===== config.mk =====
export PLATFORM = sky130hd
export DESIGN_NAME = next_piece_loader
export DESIGN_NICKNAME = d
export VERILOG_FILES = /design/src/rtl/tetris_pkg.sv /design/src/rtl/preview_cell_map.sv /design/src/rtl/next_piece_loader.sv
export SDC_FILE = /design/constraint.sdc
export NUM_CORES = 1
export LEC_CHECK = 0
export CAP_MARGIN = 40
export CORE_UTILIZATION = 49
export DETAILED_ROUTE_END_ITERATION = 6
export GPL_TIMING_DRIVEN = 0
export HOLD_SLACK_MARGIN = 0.08
export PLACE_DENSITY = 0.74
export SYNTH_ARGS = -nofsm -noshare
export SYNTH_HDL_FRONTEND = slang
export SYNTH_SLANG_ARGS = --single-unit

===== constraint.sdc =====
create_clock -name clk -period 4.9 [get_ports clk]
set_input_delay 0.49 -clock clk [delete_from_list [all_inputs] [get_ports clk]]
set_output_delay 0.49 -clock clk [all_outputs]
set_load 0.02 [all_outputs]

===== src/rtl/tetris_pkg.sv =====
// Shared game constants, piece codes and the spawn FSM state encoding.
package tetris_pkg;

  localparam logic [7:0]  NEXT_PIECE_BASE_ADDR = 8'd240;
  localparam int unsigned FIELD_WIDTH          = 10;
  localparam int unsigned SPAWN_COL            = 4;

  // Grid cells hold code = piece type + 1; code 0 is air.
  localparam logic [7:0]  CODE_AIR             = 8'd0;

  typedef enum logic [2:0] {
    PIECE_I = 3'd0,
    PIECE_O = 3'd1,
    PIECE_T = 3'd2,
    PIECE_S = 3'd3,
    PIECE_Z = 3'd4,
    PIECE_J = 3'd5,
    PIECE_L = 3'd6
  } piece_t;

  typedef enum logic [2:0] {
    IDLE,
    SCAN,
    CHECK,
    WRITE,
    DONE
  } state_t;

  function automatic logic [7:0] piece_code(input logic [2:0] piece_type);
    return {5'd0, piece_type} + 8'd1;
  endfunction

  function automatic logic [2:0] code_to_type(input logic [7:0] code);
    return code[2:0] - 3'd1;
  endfunction

endpackage


===== src/rtl/preview_cell_map.sv =====
// Maps a preview-box index (4 rows x 3 columns) to its spawn address in the play field.
module preview_cell_map #(
  parameter int unsigned FIELD_WIDTH = tetris_pkg::FIELD_WIDTH,
  parameter int unsigned SPAWN_COL   = tetris_pkg::SPAWN_COL
) (
  input  logic [3:0] idx,
  output logic [7:0] field_addr
);
  import tetris_pkg::*;

  logic [3:0] row;
  logic [3:0] col;

  // Preview row k/3 becomes field row k/3; preview column k%3 is offset from SPAWN_COL.
  always_comb begin
    row        = idx / 4'd3;
    col        = idx % 4'd3;
    field_addr = 8'(row) * 8'(FIELD_WIDTH) + 8'(SPAWN_COL) + 8'(col);
  end

endmodule


===== src/rtl/next_piece_loader.sv =====
// Reads the next-piece preview box, validates it, checks the spawn area for
// collision and either writes the piece into the field or reports game over.
module next_piece_loader #(
  parameter logic [7:0]  NEXT_PIECE_BASE_ADDR = tetris_pkg::NEXT_PIECE_BASE_ADDR,
  parameter int unsigned FIELD_WIDTH          = tetris_pkg::FIELD_WIDTH,
  parameter int unsigned SPAWN_COL            = tetris_pkg::SPAWN_COL
) (
  input  logic       clk,
  input  logic       rst,
  input  logic       start,
  input  logic [7:0] mem_rdata,
  output logic       mem_we,
  output logic [7:0] mem_addr,
  output logic [7:0] mem_wdata,
  output logic       busy,
  output logic       done,
  output logic       game_over,
  output logic       bad_piece,
  output logic [2:0] piece_type,
  output logic [7:0] cell0_addr,
  output logic [7:0] cell1_addr,
  output logic [7:0] cell2_addr,
  output logic [7:0] cell3_addr
);
  import tetris_pkg::*;

  state_t     state_q, state_d;
  logic [3:0] cnt_q, cnt_d;
  logic [2:0] occ_q, occ_d;
  logic [7:0] code_q, code_d;
  logic       bad_q, bad_d;
  logic [7:0] cell_q [4];
  logic [7:0] cell_d [4];
  logic       mem_we_q, mem_we_d;
  logic [7:0] mem_addr_q, mem_addr_d;
  logic [7:0] mem_wdata_q, mem_wdata_d;
  logic       busy_q, busy_d;
  logic       done_q, done_d;
  logic       game_over_q, game_over_d;
  logic       bad_piece_q, bad_piece_d;
  logic [2:0] piece_type_q, piece_type_d;
  logic [7:0] map_addr;

  // Read data lags the address by one cycle, so the datum in hand belongs to index cnt-1.
  preview_cell_map #(
    .FIELD_WIDTH (FIELD_WIDTH),
    .SPAWN_COL   (SPAWN_COL)
  ) u_map (
    .idx        (cnt_q - 4'd1),
    .field_addr (map_addr)
  );

  // Next-state and registered-output computation for the spawn sequence.
  always_comb begin
    state_d      = state_q;
    cnt_d        = cnt_q;
    occ_d        = occ_q;
    code_d       = code_q;
    bad_d        = bad_q;
    cell_d       = cell_q;
    mem_we_d     = 1'b0;
    mem_addr_d   = mem_addr_q;
    mem_wdata_d  = mem_wdata_q;
    done_d       = 1'b0;
    game_over_d  = game_over_q;
    bad_piece_d  = bad_piece_q;
    piece_type_d = piece_type_q;

    case (state_q)
      IDLE: begin
        if (start) begin
          state_d      = SCAN;
          cnt_d        = '0;
          occ_d        = '0;
          code_d       = CODE_AIR;
          bad_d        = 1'b0;
          game_over_d  = 1'b0;
          bad_piece_d  = 1'b0;
          piece_type_d = '0;
          mem_addr_d   = NEXT_PIECE_BASE_ADDR;
        end
      end

      SCAN: begin
        if (cnt_q != 4'd0 && mem_rdata != CODE_AIR) begin
          if (occ_q == 3'd0) begin
            code_d = mem_rdata;
          end else if (mem_rdata != code_q) begin
            bad_d = 1'b1;
          end
          if (occ_q < 3'd4) begin
            cell_d[occ_q[1:0]] = map_addr;
            occ_d              = occ_q + 3'd1;
          end else begin
            bad_d = 1'b1;
            occ_d = 3'd5;
          end
        end
        // Decision uses the _d values so the datum captured in the drain cycle counts.
        if (cnt_q == 4'd12) begin
          if (bad_d || occ_d != 3'd4) begin
            state_d     = DONE;
            done_d      = 1'b1;
            bad_piece_d = 1'b1;
          end else begin
            state_d      = CHECK;
            cnt_d        = '0;
            mem_addr_d   = cell_d[0];
            piece_type_d = code_to_type(code_d);
          end
        end else begin
          cnt_d = cnt_q + 4'd1;
          if (cnt_q < 4'd11) begin
            mem_addr_d = NEXT_PIECE_BASE_ADDR + {4'd0, cnt_q} + 8'd1;
          end
        end
      end

      CHECK: begin
        if (cnt_q != 4'd0 && mem_rdata != CODE_AIR) begin
          game_over_d = 1'b1;
        end
        if (cnt_q == 4'd4) begin
          if (game_over_d) begin
            state_d = DONE;
            done_d  = 1'b1;
          end else begin
            state_d     = WRITE;
            cnt_d       = '0;
            mem_we_d    = 1'b1;
            mem_addr_d  = cell_q[0];
            mem_wdata_d = code_q;
          end
        end else begin
          cnt_d = cnt_q + 4'd1;
          if (cnt_q < 4'd3) begin
            mem_addr_d = cell_q[cnt_q[1:0] + 2'd1];
          end
        end
      end

      WRITE: begin
        if (cnt_q == 4'd3) begin
          state_d = DONE;
          done_d  = 1'b1;
        end else begin
          cnt_d       = cnt_q + 4'd1;
          mem_we_d    = 1'b1;
          mem_addr_d  = cell_q[cnt_q[1:0] + 2'd1];
          mem_wdata_d = code_q;
        end
      end

      DONE: begin
        state_d = IDLE;
      end

      default: begin
        state_d = IDLE;
      end
    endcase

    busy_d = (state_d != IDLE);
  end

  // State and output registers; synchronous reset returns everything to zero/IDLE.
  always_ff @(posedge clk) begin
    if (rst) begin
      state_q      <= IDLE;
      cnt_q        <= '0;
      occ_q        <= '0;
      code_q       <= '0;
      bad_q        <= 1'b0;
      for (int unsigned i = 0; i < 4; i++) cell_q[i] <= '0;
      mem_we_q     <= 1'b0;
      mem_addr_q   <= '0;
      mem_wdata_q  <= '0;
      busy_q       <= 1'b0;
      done_q       <= 1'b0;
      game_over_q  <= 1'b0;
      bad_piece_q  <= 1'b0;
      piece_type_q <= '0;
    end else begin
      state_q      <= state_d;
      cnt_q        <= cnt_d;
      occ_q        <= occ_d;
      code_q       <= code_d;
      bad_q        <= bad_d;
      cell_q       <= cell_d;
      mem_we_q     <= mem_we_d;
      mem_addr_q   <= mem_addr_d;
      mem_wdata_q  <= mem_wdata_d;
      busy_q       <= busy_d;
      done_q       <= done_d;
      game_over_q  <= game_over_d;
      bad_piece_q  <= bad_piece_d;
      piece_type_q <= piece_type_d;
    end
  end

  assign mem_we     = mem_we_q;
  assign mem_addr   = mem_addr_q;
  assign mem_wdata  = mem_wdata_q;
  assign busy       = busy_q;
  assign done       = done_q;
  assign game_over  = game_over_q;
  assign bad_piece  = bad_piece_q;
  assign piece_type = piece_type_q;
  assign cell0_addr = cell_q[0];
  assign cell1_addr = cell_q[1];
  assign cell2_addr = cell_q[2];
  assign cell3_addr = cell_q[3];

endmodule


==> run metrics, run 1 <==
CP Launch Type=flop; syn_nets=532; Worst-Skew Late Latency=between 0.3 and 0.4 ns; dpl hpwl=between 9000 and 10000 um; Min Hold Slack=0.464 ns; Seq pwr share=36.6%; aggregate global routing overflow=0; PnR Total Power=1.72 mW; Pint=1.15 mW; max-cap violations=0; io pins=67; commonest register cell after synthesis=dfxtp_1; Synth area leader=dfxtp_1; die width=94.4 um; Crit Path Category=flop to flop; via count of the first global-routing pass=slightly below 4000; switching share of power=33.1%; routability cong.=0.909; met2 usage=approximately 48%; LEAKAGE=1.96 nW; Starting Density=50.7%; Via Count=4261; Diodes inserted=0; largest net degree at the start of global routing=15; Routed Antenna Nets=0; Req. time, crit path=5.18 ns; Synth top area share=35.9%; final setup violation count=0; initial antenna violation count=0; TritonCTS clock tree=built; grt met1 use=39.8%; Detailed Route Iter0 Violations=437; Most Used Layer, Global Route=met2; Final min period=4.74 ns; Combinational Power Share=31.4%; Clock Path Buffers=2; yosys warns=0; Max IR drop VDD=0.206 mV; drt drc=0; vias per cell=6.09; Synth Instances=around 500; Slew Limit Fails=0; WP data arrival=5.02 ns; first-pass GRT wire length=20200 um; clock transition at the registers of the reported paths=0.08 ns; power per cell area=318 mW/mm^2; die area=0.00891 mm^2; layout cells sized above 1=between 10 and 15%; Storage cell area=0.00150 mm^2; CTS Buf Count=9; pin slew with the least headroom to its limit=approximately 0.97 ns; hold buffer count at cts=0; area grow syn2layout=29.3%; final WL=13000 um; Tcrit/Tclk final=96.7%; sequential share of the synthesized area=35.9%; Multi-input gate area=about 0.0026 mm^2; total track usage=30.0%; Slew HR=35.0%; htree depth=3; CP Capture Type=flop; row count=33; Num Clock Sinks=75; root buffer selected by CTS=clkbuf_8; Final Hold Vio Count=0; NumNets Final=620; Worst Hold Class=flop to flop; post-synth cell types=between 60 and 70; Post-synth EDFFs=0; FILL cells=714; total core area=0.00826 mm^2; flops & latches, synth=75; DIE HEIGHT=between 90 and 100 um; number of port buffers=65; Clk pwr share=32.1%; Detailed Routing Iterations Pass 1=6; wire length per cell=between 15 and 20 um; outcome=complete, no violations; met3 usage=4.99%; fmax=0.211 GHz; Syn Area/Cell=8.33 um^2; crit path max fanout=10; Synth async-reset ratio=0%; Mapped Area=0.00418 mm^2; synth top area cells=dfxtp_1 (36%), a21oi_1 (6.5%), nor2_1 (5.7%); Clock Skew=0.0116 ns; P_sw=0.570 mW
==> synth_stat cells (all sizes together) (5+ instances only) <==
master / count
a211oi: 8
a21oi: 55
a22oi: 7
a311oi: 5
and3: 8
buf: 8
clkbuf: 26
dfxtp: 75
ha: 18
inv: 16
mux2i: 17
mux4: 8
nand2: 51
nand2b: 5
nand3: 31
nor2: 63
nor2b: 6
nor3: 8
o21ai: 19
xnor2: 12
==> worst max-delay path, cell delays in order, from the launching register on <==
cell and delay [ns]:
dfxtp_2 0.34, buf_6 0.13, buf_12 0.13, clkinvlp_4 0.11
ha_2 0.21, buf_6 0.13, nor2b_1 0.14, a32o_2 0.32
ha_1 0.18, inv_1 0.05, ha_2 0.28, nor4b_2 0.25
o21ai_1 0.09, o2111a_2 0.21, nor3b_4 0.16, buf_4 0.15
nor2_1 0.08, nor2_1 0.05, ha_1 0.18, ha_2 0.19
fa_2 0.44, a21oi_1 0.18, xnor2_1 0.13, and2_1 0.24
nand3_1 0.10, a21oi_1 0.18
==> final timing paths <==
check	from	endpoint	slack [ns]	cells past startpoint
hold / removal	piece_type[2]	piece_type[2]	0.46	2
hold reg to reg	piece_type[2]	piece_type[2]	0.46	2
setup reg to reg	cnt_q[0]	flop	0.16	25
setup / recovery	cnt_q[0]	flop	0.16	25
==> per-layer routing <==
metal,part of all wire (%),vias up,routed length [um]
li1,-,1967,-
met1,41,2004,5340
met2,47,250,6030
met3,9.4,40,1220
met4,2.9,0,378
met5,0,-,0
==> cells by family (layout without fill, tap and decap cells) <==
family / Yosys count / in the layout / synth area share [%]
buf+inv: 50 / 143 / 4.82
simple gates: 194 / 194 / 22.3
xor+xnor: 15 / 15 / 3.14
fa+ha+maj: 19 / 19 / 5.86
compound gates: 124 / 124 / 19.4
mux: 25 / 25 / 8.56
flops: 75 / 75 / 35.9
==> metrics by stage <==
step | setup slack [ns] | setup TNS, ns | utilization [%] | cells | instance area (um^2)
final | 0.163 | 0 | 65.5 | 700 | 5410
after global routing | -0.0200 | -0.0200 | 65.5 | 700 | 5410
after CTS | 0.0485 | 0 | 64.0 | 692 | 5290
after detailed placement | -0.885 | -11.29 | 60.1 | 672 | 4970
after global placement | -0.758 | -8.18 | 60.1 | 672 | 4970
after floorplan | 0.0579 | 0 | - | 502 | 4180
==> area by class of cell <==
cell class,count,area share [%]
multi-input combinational,377,47.7
sequential,75,27.8
timing repair buffer,77,13.7
buffer,34,3.08
tap,105,2.43
clock buffer,10,2.36
clock inverter,6,1.78
inverter,16,1.18
==> what timing repair did <==
item | in CTS | in global routing
pin swaps | 5 | 9
endpoints found under the setup margin | 23 | 16
gates resized for setup | 14 | 17
setup buffers | 4 | 8
==> power groups by stage <==
stage               Clock (mW)  Combinational, mW  Sequential (mW)
floorplan                    0              0.275            0.649
global placement             0              0.410            0.643
detailed placement           0              0.416            0.643
CTS                      0.553              0.510            0.629
global route             0.576              0.580            0.631
finish                   0.552              0.540            0.630
==> placed cells by master, fill, tap and decap left out, drive strengths merged, types with 2 or more instances in the layout <==
cell,instances
dfxtp,75
clkdlybuf4s50,65
nor2,63
a21oi,55
nand2,51
clkbuf,36
nand3,31
buf,20
o21ai,19
inv,18
ha,18
mux2i,17
xnor2,12
and3,8
nor3,8
a211oi,8
mux4,8
a22oi,7
nor2b,6
nand2b,5
a311oi,5
nor3b,4
and2,3
nor4,3
a221oi,3
xor2,3
clkinvlp,2
a22o,2
or2,2
nand4,2
a211o,2
nand3b,2
a32oi,2
o21bai,2
o211ai,2
bufinv,2
a32o,2
nor4b,2
o31ai,2
Note: power is estimated with default switching activity, not from simulation.
==> run 2: changes to the inputs <==
==> constraint.sdc (replaced) <==
create_clock -name clk -period 4.9 [get_ports clk]
set_input_delay 0.49 -clock clk [delete_from_list [all_inputs] [get_ports clk]]
set_output_delay 0.49 -clock clk [all_outputs]
set_load 0.05 [all_outputs]
==> results of run 2 <==
The final DEF is identical to that of run 1. Status: complete, no violations.
Among the figures that moved: total power 1.72 mW -> 1.74 mW
==> RTL edit 1 (flow settings as in run 2) <==
Add an input register stage for `start` and `mem_rdata`; this delays them by one clock.
--- a/src/rtl/next_piece_loader.sv
+++ b/src/rtl/next_piece_loader.sv
@@ -26,2 +26,10 @@
 
+  logic start_q;
+  logic [7:0] mem_rdata_q;
+
+  always_ff @(posedge clk) begin
+    start_q     <= start;
+    mem_rdata_q <= mem_rdata;
+  end
+
   state_t     state_q, state_d;
@@ -70,3 +78,3 @@
       IDLE: begin
-        if (start) begin
+        if (start_q) begin
           state_d      = SCAN;
@@ -84,6 +92,6 @@
       SCAN: begin
-        if (cnt_q != 4'd0 && mem_rdata != CODE_AIR) begin
+        if (cnt_q != 4'd0 && mem_rdata_q != CODE_AIR) begin
           if (occ_q == 3'd0) begin
-            code_d = mem_rdata;
-          end else if (mem_rdata != code_q) begin
+            code_d = mem_rdata_q;
+          end else if (mem_rdata_q != code_q) begin
             bad_d = 1'b1;
@@ -119,3 +127,3 @@
       CHECK: begin
-        if (cnt_q != 4'd0 && mem_rdata != CODE_AIR) begin
+        if (cnt_q != 4'd0 && mem_rdata_q != CODE_AIR) begin
           game_over_d = 1'b1;
Formal check against the unedited RTL: not equivalent (a bounded check fails within 4 cycles, from zero or initial values and one cycle with rst high).
==> RTL edit 1 against run 2 <==
Worst setup slack better by 0.047 ns; final area up 3.1%; routed wire length up 1.6%; clock power down 14%; count of clock-buffer cells in the layout down 1; synthesized area up 5.4%; synthesized cell count up 4.2%; total power down 1.6%; sequential cell count up 9; largest cell class unchanged.
==> RTL edit 1: results (changes against run 2) <==
Run status
  – Outcome: completed (unchanged)

Detailed routing
  – Met1 wire length: 5.97 mm (was 5.34 mm)
  – DR iter-0 viols: 316 (was 437)
  – Wire length on met3: 1.01 mm (was 1.22 mm)
  – Routed WL: 13.2 mm (was 13.0 mm)
  – Pre-antenna DRT Iters: 5 (was 6)
  – DR vias/cell: 5.97 (was 6.09)

Timing
  – Worst hold margin: 0.461 ns (was 0.464 ns)
  – Relative slew margins: 51.3% (was 35.0%)

Placed design
  – Placed cell area: 5200 µm² (was 4970 µm²)
  – Post-detail-place hpwl: 9.90 mm (was 9.23 mm)

Yosys
  – Ranking of synthesized cells by area: dfxtp_1, a21oi_1, nand2_1 (was dfxtp_1, a21oi_1, nor2_1)
  – Post-synthesis xor/xnor area fraction: 2.78% (was 3.14%)
  – Post-synthesis adder-cell area fraction: 5.56% (was 5.86%)
  – Post-synthesis mux area share: 6.89% (was 8.56%)
  – Synthesized net count: 553 (was 532)

Critical path
  – Critical Path Source: cnt_q[2] (was cnt_q[0])
  – R2R depth: 18 (was 25)

GRT
  – Grt met2 use: 41.9% (was 48.5%)
  – Global Route met3 Usage: 6.07% (was 4.99%)
  – First-pass GRT wire length: 21.0 mm (was 20.2 mm)

Worst hold path
  – HP Start: bad_piece (was piece_type[2])
  – Hold EP: bad_piece (was piece_type[2])

Power and ir drop
  – Worst IR Drop VDD: 190 µV (was 206 µV)

Finish
  – Layout Nets: 638 (was 620)
[RTL edit 1: worst register-to-register path: cells and delay by family (launching register included)]
family          cells  cell delay, ns
fa+ha+maj           4            1.17
buf+inv             2            0.53
flops               1            0.44
xor+xnor            1            0.23
compound gates      5            0.88
simple gates        5            1.02
mux                 1            0.29
[RTL edit 1: area by class of cell]
type | count | area (µm²)
plain buffers | 29 | 131
clock buffers | 9 | 124
clock inverters | 6 | 53.8
well taps | 108 | 135
fillers | 752 | 3140
multi-input cells | 390 | 2640
inverters | 16 | 63.8
repair buffers | 78 | 746
flip-flops and latches | 84 | 1680
[RTL edit 1: what timing repair did]
action,in CTS,in global routing
setup endpoints to repair,25,15
setup buffers,3,9
pin swaps,2,6
resized for setup,16,14
[RTL edit 1: where the power goes]
part           switching (mW)  internal [mW]  leakage (nW)
registers              0.0145          0.699         0.684
clock network           0.279          0.192        0.0890
logic                   0.305          0.220          1.18
total                   0.599           1.11          1.95
==> RTL edit 2 (flow settings as in run 2) <==
Without the edit above. Take the reset off `mem_addr_q` and `mem_wdata_q` and load them in a clocked block of their own.
--- a/src/rtl/next_piece_loader.sv
+++ b/src/rtl/next_piece_loader.sv
@@ -175,4 +175,2 @@
       mem_we_q     <= 1'b0;
-      mem_addr_q   <= '0;
-      mem_wdata_q  <= '0;
       busy_q       <= 1'b0;
@@ -190,4 +188,2 @@
       mem_we_q     <= mem_we_d;
-      mem_addr_q   <= mem_addr_d;
-      mem_wdata_q  <= mem_wdata_d;
       busy_q       <= busy_d;
@@ -198,2 +194,7 @@
     end
+  end
+
+  always_ff @(posedge clk) begin
+    mem_addr_q  <= mem_addr_d;
+    mem_wdata_q <= mem_wdata_d;
   end
Function: changed (Yosys sat finds a counterexample within 4 cycles, from zero or initial values and one cycle with rst high).
==> RTL edit 2 against run 2 <==
Worst setup slack improved by 0.016 ns; routed wire length decreased by 1.6%; total power is 1.9% lower; via count is 5.0% lower; core utilization up 0.72 points; synthesized area decreased by 1.9%; final area barely moved; sequential cell count unchanged; critical path depth fell by 1; critical path type unchanged.
==> RTL edit 2: results (changes against run 2) <==
Critical path
  – Maximum fanout along the worst path: 6 (was 10)
  – R2R Setup Slk: 0.18 ns (was 0.16 ns)
  – R2R depth: 24 (was 25)
  – Max stage delay on crit path: 0.41 ns (was 0.44 ns)

Placed design
  – Routability congestion estimate: 0.889 (was 0.909)
  – Placed cells: 632 (was 672)
  – IO Port Bufs: 66 (was 65)
  – Placed cell area: 4990 µm² (was 4970 µm²)
  – Post-detail-place hpwl: 9.16 mm (was 9.23 mm)
  – Pre-CTS setup slack: -0.911 ns (was -0.885 ns)

Timing
  – Relative slew margins: 50.0% (was 35.0%)
  – Worst-case clock skew: 0.0134 ns (was 0.0116 ns)
  – Worst hold margin: 0.475 ns (was 0.464 ns)

Yosys
  – Asr flop ratio synth: 0% (unchanged)
  – Compound-Gate Fraction of Synth Area: 21.3% (was 19.4%)
  – EDFF count, synth: 16 (was 0)
  – Ranking of synthesized cells by area: dfxtp_1, edfxtp_1, nand2_1 (was dfxtp_1, a21oi_1, nor2_1)
  – Post-synthesis adder-cell area fraction: 5.98% (was 5.86%)
  – Synthesized net count: 491 (was 532)
  – Mapped Avg Cell Area: 8.90 µm² (was 8.33 µm²)
  – Synth cell count leaders: nand2_1, dfxtp_1, a21oi_1 (was dfxtp_1, nor2_1, a21oi_1)
  – Sequential area share after synthesis: 40.5% (was 35.9%)
  – Post-synthesis mux area share: 4.64% (was 8.56%)

Worst hold path
  – HP Start: piece_type[1] (was piece_type[2])
  – Hold WC Path Type: flop to flop (unchanged)
  – Hold EP: piece_type[1] (was piece_type[2])

Finish
  – Share of cells above drive strength 1: 15.6% (was 12.3%)
  – Finished Layout Cells: 663 (was 700)
  – Layout Nets: 583 (was 620)
  – Filler cell count: 686 (was 714)

Power and ir drop
  – Pleak: 1.83 nW (was 1.96 nW)
  – Worst IR Drop VDD: 152 µV (was 206 µV)

GRT
  – Global Route Usage Sum: 29.8% (was 30.0%)
  – Largest net degree at the start of global routing: 14 (was 15)
  – Number of global-route vias before repair: 3706 (was 3944)
  – First-pass GRT wire length: 19.6 mm (was 20.2 mm)

Detailed routing
  – DR iter-0 viols: 350 (was 437)
  – Vias: 4048 (was 4261)
  – Routed len/inst: 19.2 µm (was 18.5 µm)
  – Pre-antenna DRT Iters: 7 (was 6)

Run status
  – Outcome: completed (unchanged)
==> RTL edit 2: cell count changes in the layout (fill, tap and decap cells not counted), moves of 4 or more <==
cell / run 2 / this run
edfxtp_1: 0 / 16
nor2_1: 63 / 34
o22ai_1: 1 / 6
clkbuf_1: 27 / 15
a31oi_1: 1 / 10
nand2_1: 50 / 70
o21ai_1: 6 / 1
buf_2: 3 / 7
nand3_1: 31 / 12
mux2i_1: 17 / 10
a21oi_1: 53 / 38
a211oi_1: 8 / 12
dfxtp_1: 74 / 57
and3_1: 8 / 1
==> RTL edit 2: layout make-up <==
class / instances / area, µm² / share of cell area, %
multi-input cells: 341 / 2430 / 45.0
flip-flops and latches: 75 / 1660 / 30.7
repair buffers: 84 / 791 / 14.6
well taps: 105 / 131 / 2.43
clock buffers: 10 / 128 / 2.36
plain buffers: 23 / 124 / 2.29
inverters: 19 / 77.6 / 1.43
clock inverters: 6 / 65.1 / 1.20
==> RTL edit 2: worst max path at each step <==
stage | endpoint | slack (ns)
2_1_floorplan | mem_addr[5] | 0.0006
3_3_place_gp | mem_addr[7] | -0.86
3_5_place_dp | mem_addr[7] | -0.91
4_1_cts | mem_addr[4] | 0.02
5_1_grt | mem_addr[4] | 0.01
6_report | mem_addr[4] | 0.18
==> RTL edit 2: report_power, final <==
group / switching, mW / internal, mW / total, mW
clock network: 0.240 / 0.236 / 0.476
registers: 0.00678 / 0.642 / 0.649
logic: 0.338 / 0.242 / 0.580
==> RTL edit 2: repair_timing <==
action	CTS	global route
resized for setup	16	13
setup endpoints to repair	26	8
buffers inserted	9	8
pin swaps	5	10
==> RTL edit 2: metal layers <==
layer,vias up,global-route usage [%],share of wire [%]
met5,-,0,0
met3,31,5.04,8.4
li1,1863,-,-
met1,1936,40.6,44
met4,0,10.8,2.4
met2,218,47.2,46
